`src/rtl/grande_risco5_pkg.sv`:
```
// Shared constants for the Grande_Risco5 memory arbiter: FSM state
// encoding and the grant identifiers used for round-robin bookkeeping.
package grande_risco5_pkg;

    localparam logic [1:0] IDLE   = 2'd0;
    localparam logic [1:0] ACCESS = 2'd1;
    localparam logic [1:0] RESP   = 2'd2;

    localparam logic GRANT_INSTR = 1'b0;
    localparam logic GRANT_DATA  = 1'b1;

endpackage

```
`src/rtl/memory_arbiter.sv`:
```
// Shares one single-ported memory between the instruction-fetch port and
// the data port of the core. Each access walks IDLE -> ACCESS -> RESP, so
// a zero-wait memory gives one access every three cycles. All outputs are
// registered; the mem_* outputs double as the latched operation/address.
//
// Handshake: a requester holds its request (and address/data stable) until
// its one-cycle response pulse. Requests are only sampled in IDLE; anything
// that changes during ACCESS or RESP is ignored. The memory side keeps the
// strobe, address and write data steady until mem_response is seen high on
// a rising edge; the strobe drops at that same edge.
module memory_arbiter
    import grande_risco5_pkg::*;
#(
    parameter int ADDR_WIDTH  = 32,
    parameter int DATA_WIDTH  = 32,
    parameter int ROUND_ROBIN = 1
) (
    input  logic                  clk,
    input  logic                  reset,
    input  logic                  instruction_request,
    input  logic [ADDR_WIDTH-1:0] instruction_address,
    output logic [DATA_WIDTH-1:0] instruction_data,
    output logic                  instruction_response,
    input  logic                  data_memory_read,
    input  logic                  data_memory_write,
    input  logic [ADDR_WIDTH-1:0] data_address,
    input  logic [DATA_WIDTH-1:0] write_data,
    output logic [DATA_WIDTH-1:0] read_data,
    output logic                  data_memory_response,
    output logic                  mem_read,
    output logic                  mem_write,
    output logic [ADDR_WIDTH-1:0] mem_address,
    output logic [DATA_WIDTH-1:0] mem_write_data,
    input  logic [DATA_WIDTH-1:0] mem_read_data,
    input  logic                  mem_response,
    output logic [1:0]            o_dbg_state
);

    logic [1:0] r_state;
    logic       r_last_grant;
    logic       r_grant;

    logic       w_data_req;
    logic       w_any_req;
    logic       w_grant;

    assign w_data_req  = data_memory_read | data_memory_write;
    assign w_any_req   = w_data_req | instruction_request;
    assign o_dbg_state = r_state;

    // Pick the winner among the requests visible this cycle.
    always_comb begin
        w_grant = GRANT_INSTR;
        if (w_data_req && !instruction_request) begin
            w_grant = GRANT_DATA;
        end else if (w_data_req && instruction_request) begin
            if (ROUND_ROBIN != 0) begin
                w_grant = (r_last_grant == GRANT_INSTR) ? GRANT_DATA : GRANT_INSTR;
            end else begin
                w_grant = GRANT_DATA;
            end
        end
    end

    // Arbiter FSM plus all registered outputs; reset drops strobes at once.
    always_ff @(posedge clk or negedge reset) begin
        if (!reset) begin
            r_state              <= IDLE;
            r_last_grant         <= GRANT_INSTR;
            r_grant              <= GRANT_INSTR;
            instruction_data     <= '0;
            instruction_response <= 1'b0;
            read_data            <= '0;
            data_memory_response <= 1'b0;
            mem_read             <= 1'b0;
            mem_write            <= 1'b0;
            mem_address          <= '0;
            mem_write_data       <= '0;
        end else begin
            case (r_state)
                IDLE: begin
                    if (w_any_req) begin
                        r_grant      <= w_grant;
                        r_last_grant <= w_grant;
                        r_state      <= ACCESS;
                        if (w_grant == GRANT_DATA) begin
                            mem_address    <= data_address;
                            mem_write_data <= write_data;
                            // Read and write both set is treated as a write.
                            mem_write      <= data_memory_write;
                            mem_read       <= ~data_memory_write;
                        end else begin
                            mem_address    <= instruction_address;
                            mem_write_data <= '0;
                            mem_write      <= 1'b0;
                            mem_read       <= 1'b1;
                        end
                    end
                end
                ACCESS: begin
                    if (mem_response) begin
                        mem_read  <= 1'b0;
                        mem_write <= 1'b0;
                        r_state   <= RESP;
                        if (r_grant == GRANT_DATA) begin
                            data_memory_response <= 1'b1;
                            // Stores leave read_data untouched.
                            if (mem_read) begin
                                read_data <= mem_read_data;
                            end
                        end else begin
                            instruction_response <= 1'b1;
                            instruction_data     <= mem_read_data;
                        end
                    end
                end
                RESP: begin
                    instruction_response <= 1'b0;
                    data_memory_response <= 1'b0;
                    r_state              <= IDLE;
                end
                default: begin
                    r_state <= IDLE;
                end
            endcase
        end
    end

endmodule

```
`config.mk`:
```
export PLATFORM = sky130hd
export DESIGN_NAME = memory_arbiter
export DESIGN_NICKNAME = d
export VERILOG_FILES = /design/src/rtl/grande_risco5_pkg.sv /design/src/rtl/memory_arbiter.sv
export SDC_FILE = /design/constraint.sdc
export NUM_CORES = 1
export LEC_CHECK = 0
export CAP_MARGIN = 10
export CORE_UTILIZATION = 40
export DETAILED_ROUTE_END_ITERATION = 10
export PLACE_DENSITY_LB_ADDON = 0.25
export SETUP_SLACK_MARGIN = 0.3
export SYNTH_ARGS = -nofsm -noshare
export SYNTH_HDL_FRONTEND = slang
export SYNTH_SLANG_ARGS = --single-unit
```
`constraint.sdc`:
```
create_clock -name clk -period 2.2 [get_ports clk]
set_input_delay 0.44 -clock clk [delete_from_list [all_inputs] [get_ports clk]]
set_output_delay 0.44 -clock clk [all_outputs]
set_load 0.05 [all_outputs]
```
==> flow_summary.toml <==
[setup_path]
worstSetupStartpointType = "flop"
critPathSlowestCell = "dlygate4sd2_1"
path_cells = "dlygate4sd2_1"
cp_max_fo = 6
slowest_delay_ns = 0.57
cp.required_ns = 1.76
cp_top_family = "buffers and inverters"
worst-path-buf-inv = 1
cp-end-kind = "primary output"
crit_arrival_ns = 1.41
critPathKind = "flop to primary output"

[floorplanning]
core_area_mm2 = 0.0129
rows = 41
die_h_um = 118
die_w_um = 118
ios = 268
start_util = 0.417
dieArea_mm2 = 0.0139

[logic_synthesis]
syn_nets = 470
seq_area_frac_synth = 0.629
syn_area_mm2 = 0.00537
syn-instance-count = 336
synth_area_leaders = "dfrtp_1 63%, mux2_2 19%, mux2_1 8.2%"
synth-seq-cells = 135
ys_warn_count = 0
syn_avg_cell_area_um2 = 16.0
yosysTopAreaCell = "dfrtp_1"
synth.top_cell.area_share = 0.629
synth.distinct_cells = 22

[finish]
fin_area_mm2 = 0.00872
final_nets = 749
drive_above_1_share = 0.222
final_common_cell = "dfrtp_1"
final_cell_mix = "135 x dfrtp_1, 134 x dlygate4sd2_1, 132 x clkdlybuf4s50_1"
antennaDiodeCount = 0
area_delta_synth_final_pct = 62.4

[clocking]
cts.sinks = 135
cts_tree = "yes"
h-tree-depth = 4
post_cts_buffers = 0
clk_pin_slew_worst_paths_ns = 0.06
root_buffer = "clkbuf_16"
insertion_delay_ns = 0.41
clock_path_buffers = 2
numCtsBuffers = 17

[detailed_routing]
wirelength_um = 13800
drt_iter0_drc = 118
wire_per_inst_um = 17.3
drc = 0
postRouteAntennaNets = 0
via_per_inst = 4.81
vias = 3846
dr.pass1.iters = 4

[power_and_ir_drop]
leakage_uw = 0.00398
power.density_mw_per_mm2 = 1780
p_int_uw = 8100
p_seq_frac = 0.277
ir_worst_vdd_uv = 1020
power_switching_share = 0.480
clkPwrFrac = 0.175
comb_power_share = 0.548
power.switching_uw = 7470

[run_status]
status = "completed"

[global_route]
grt_max_degree = 75
grt_usage = 0.210
grt_pass1_wl_um = 22400
antenna_found_initial = 0
grt_pass1_vias = 4259
overflow = 0

[timing]
worstMarginPinSlew_ns = 0.552
finalMaxSlewViolations = 0
slew_headroom = 0.633
hold_violations = 0
clock_skew_ns = 0.00707
max_clock_freq_mhz = 541
fin_tns_setup_ns = 0
fin_crit_sh = 0.840
post-route-min-period_ns = 1.85
rsz0062_at_grt = "no"
finalSetupViolCount = 0

[hold_path]
hold_path.class = "primary input to asynchronous set/reset pin"

[place]
numPortBuffers = 267
place_area_mm2 = 0.00832
place_congestion = 0.778
hpwl_um = 9880

[run]
drv_cap = 0
## cell usage after synthesis
cell and count:
a21o_1 1, buf_2 7, dfrtp_1 135, mux2_2 89, a31o_2 2, buf_1 1, o2bb2ai_2 1, buf_4 6
clkbuf_1 2, nor2_1 1, nor2_2 2, nand2_1 4, a21oi_1 1, inv_1 2, o211a_1 1, o31ai_2 1
mux2_1 39, and3_1 1, buf_6 3, nand3b_1 1, o21ai_0 3, a22o_1 33
## sequential cells by signal, summed over array words and instances (netlist names)
register	count
o_dbg_state	2
instruction_response	1
r_last_grant	1
read_data	32
mem_read	1
instruction_data	32
data_memory_response	1
mem_write	1
mem_address	32
mem_write_data	32
## what timing repair did
action / in CTS / in global routing
hold endpoints to repair: 0 / 0
resized for setup: 134 / 0
endpoints found under the setup margin: 134 / 0
hold buffers: 0 / 0
## cells by family after synthesis
family	synth area share
AOI/OAI and AO/OA	0.0692
muxes	0.268
and+or+nand+nor	0.00839
DFF	0.629
buffers and inverters	0.0247
## cell type report
type	count	area (µm²)
tap	172	215
timing repair buffer	279	2670
fill	1005	4160
multi-input combinational	180	1880
sequential	135	3380
inverter	2	7.51
clock buffer	18	439
clock inverter	13	133
## through the flow
stage	hold slack (ns)	std cells	worst slack, ns	power, µW	utilization
3_5_place_dp	0.475	768	0.0268	13800	0.646
6_report	0.0390	799	0.353	15600	0.677
5_1_grt	0.0584	799	0.307	16300	0.677
3_3_place_gp	0.468	768	0.0534	13600	0.646
2_1_floorplan	0.144	336	0.355	10500	-
4_1_cts	0.0359	799	0.325	15700	0.677
## metal layers
layer | GRT usage | part of all wire | vias up
met2 | 0.365 | 0.52 | 167
met4 | 0.125 | 0.043 | 0
met3 | 0.0601 | 0.062 | 40
met5 | 0 | 0 | -
met1 | 0.227 | 0.37 | 1858
li1 | - | - | 1781
## power by group through the flow
stage	clock (µW)	sequential, µW	combinational, µW
after floorplan	0	8520	1960
after global placement	0	4320	9310
final	2720	4310	8530
after global routing	2900	4490	8870
after CTS	2790	4330	8620
after detailed placement	0	4390	9440
## path summary, 6_finish.rpt
path / end / start / slack, ns / depth (start not counted)
worst max register to register: mem_address[14]$_DFFE_PN0P_ / r_last_grant$_DFFE_PN0P_ / 0.57 / 4
worst max-delay path: o_dbg_state[0] / o_dbg_state[0]$_DFFE_PN0P_ / 0.35 / 1
min in group clk: read_data[25]$_DFFE_PN0P_ / read_data[25]$_DFFE_PN0P_ / 0.48 / 1
worst min-delay path: instruction_data[23]$_DFFE_PN0P_ / reset / 0.04 / 2
max in group asynchronous: instruction_data[15]$_DFFE_PN0P_ / reset / 1.82 / 2
worst min register to register: read_data[25]$_DFFE_PN0P_ / read_data[25]$_DFFE_PN0P_ / 0.48 / 1
Power figures use the tool's default switching activity.
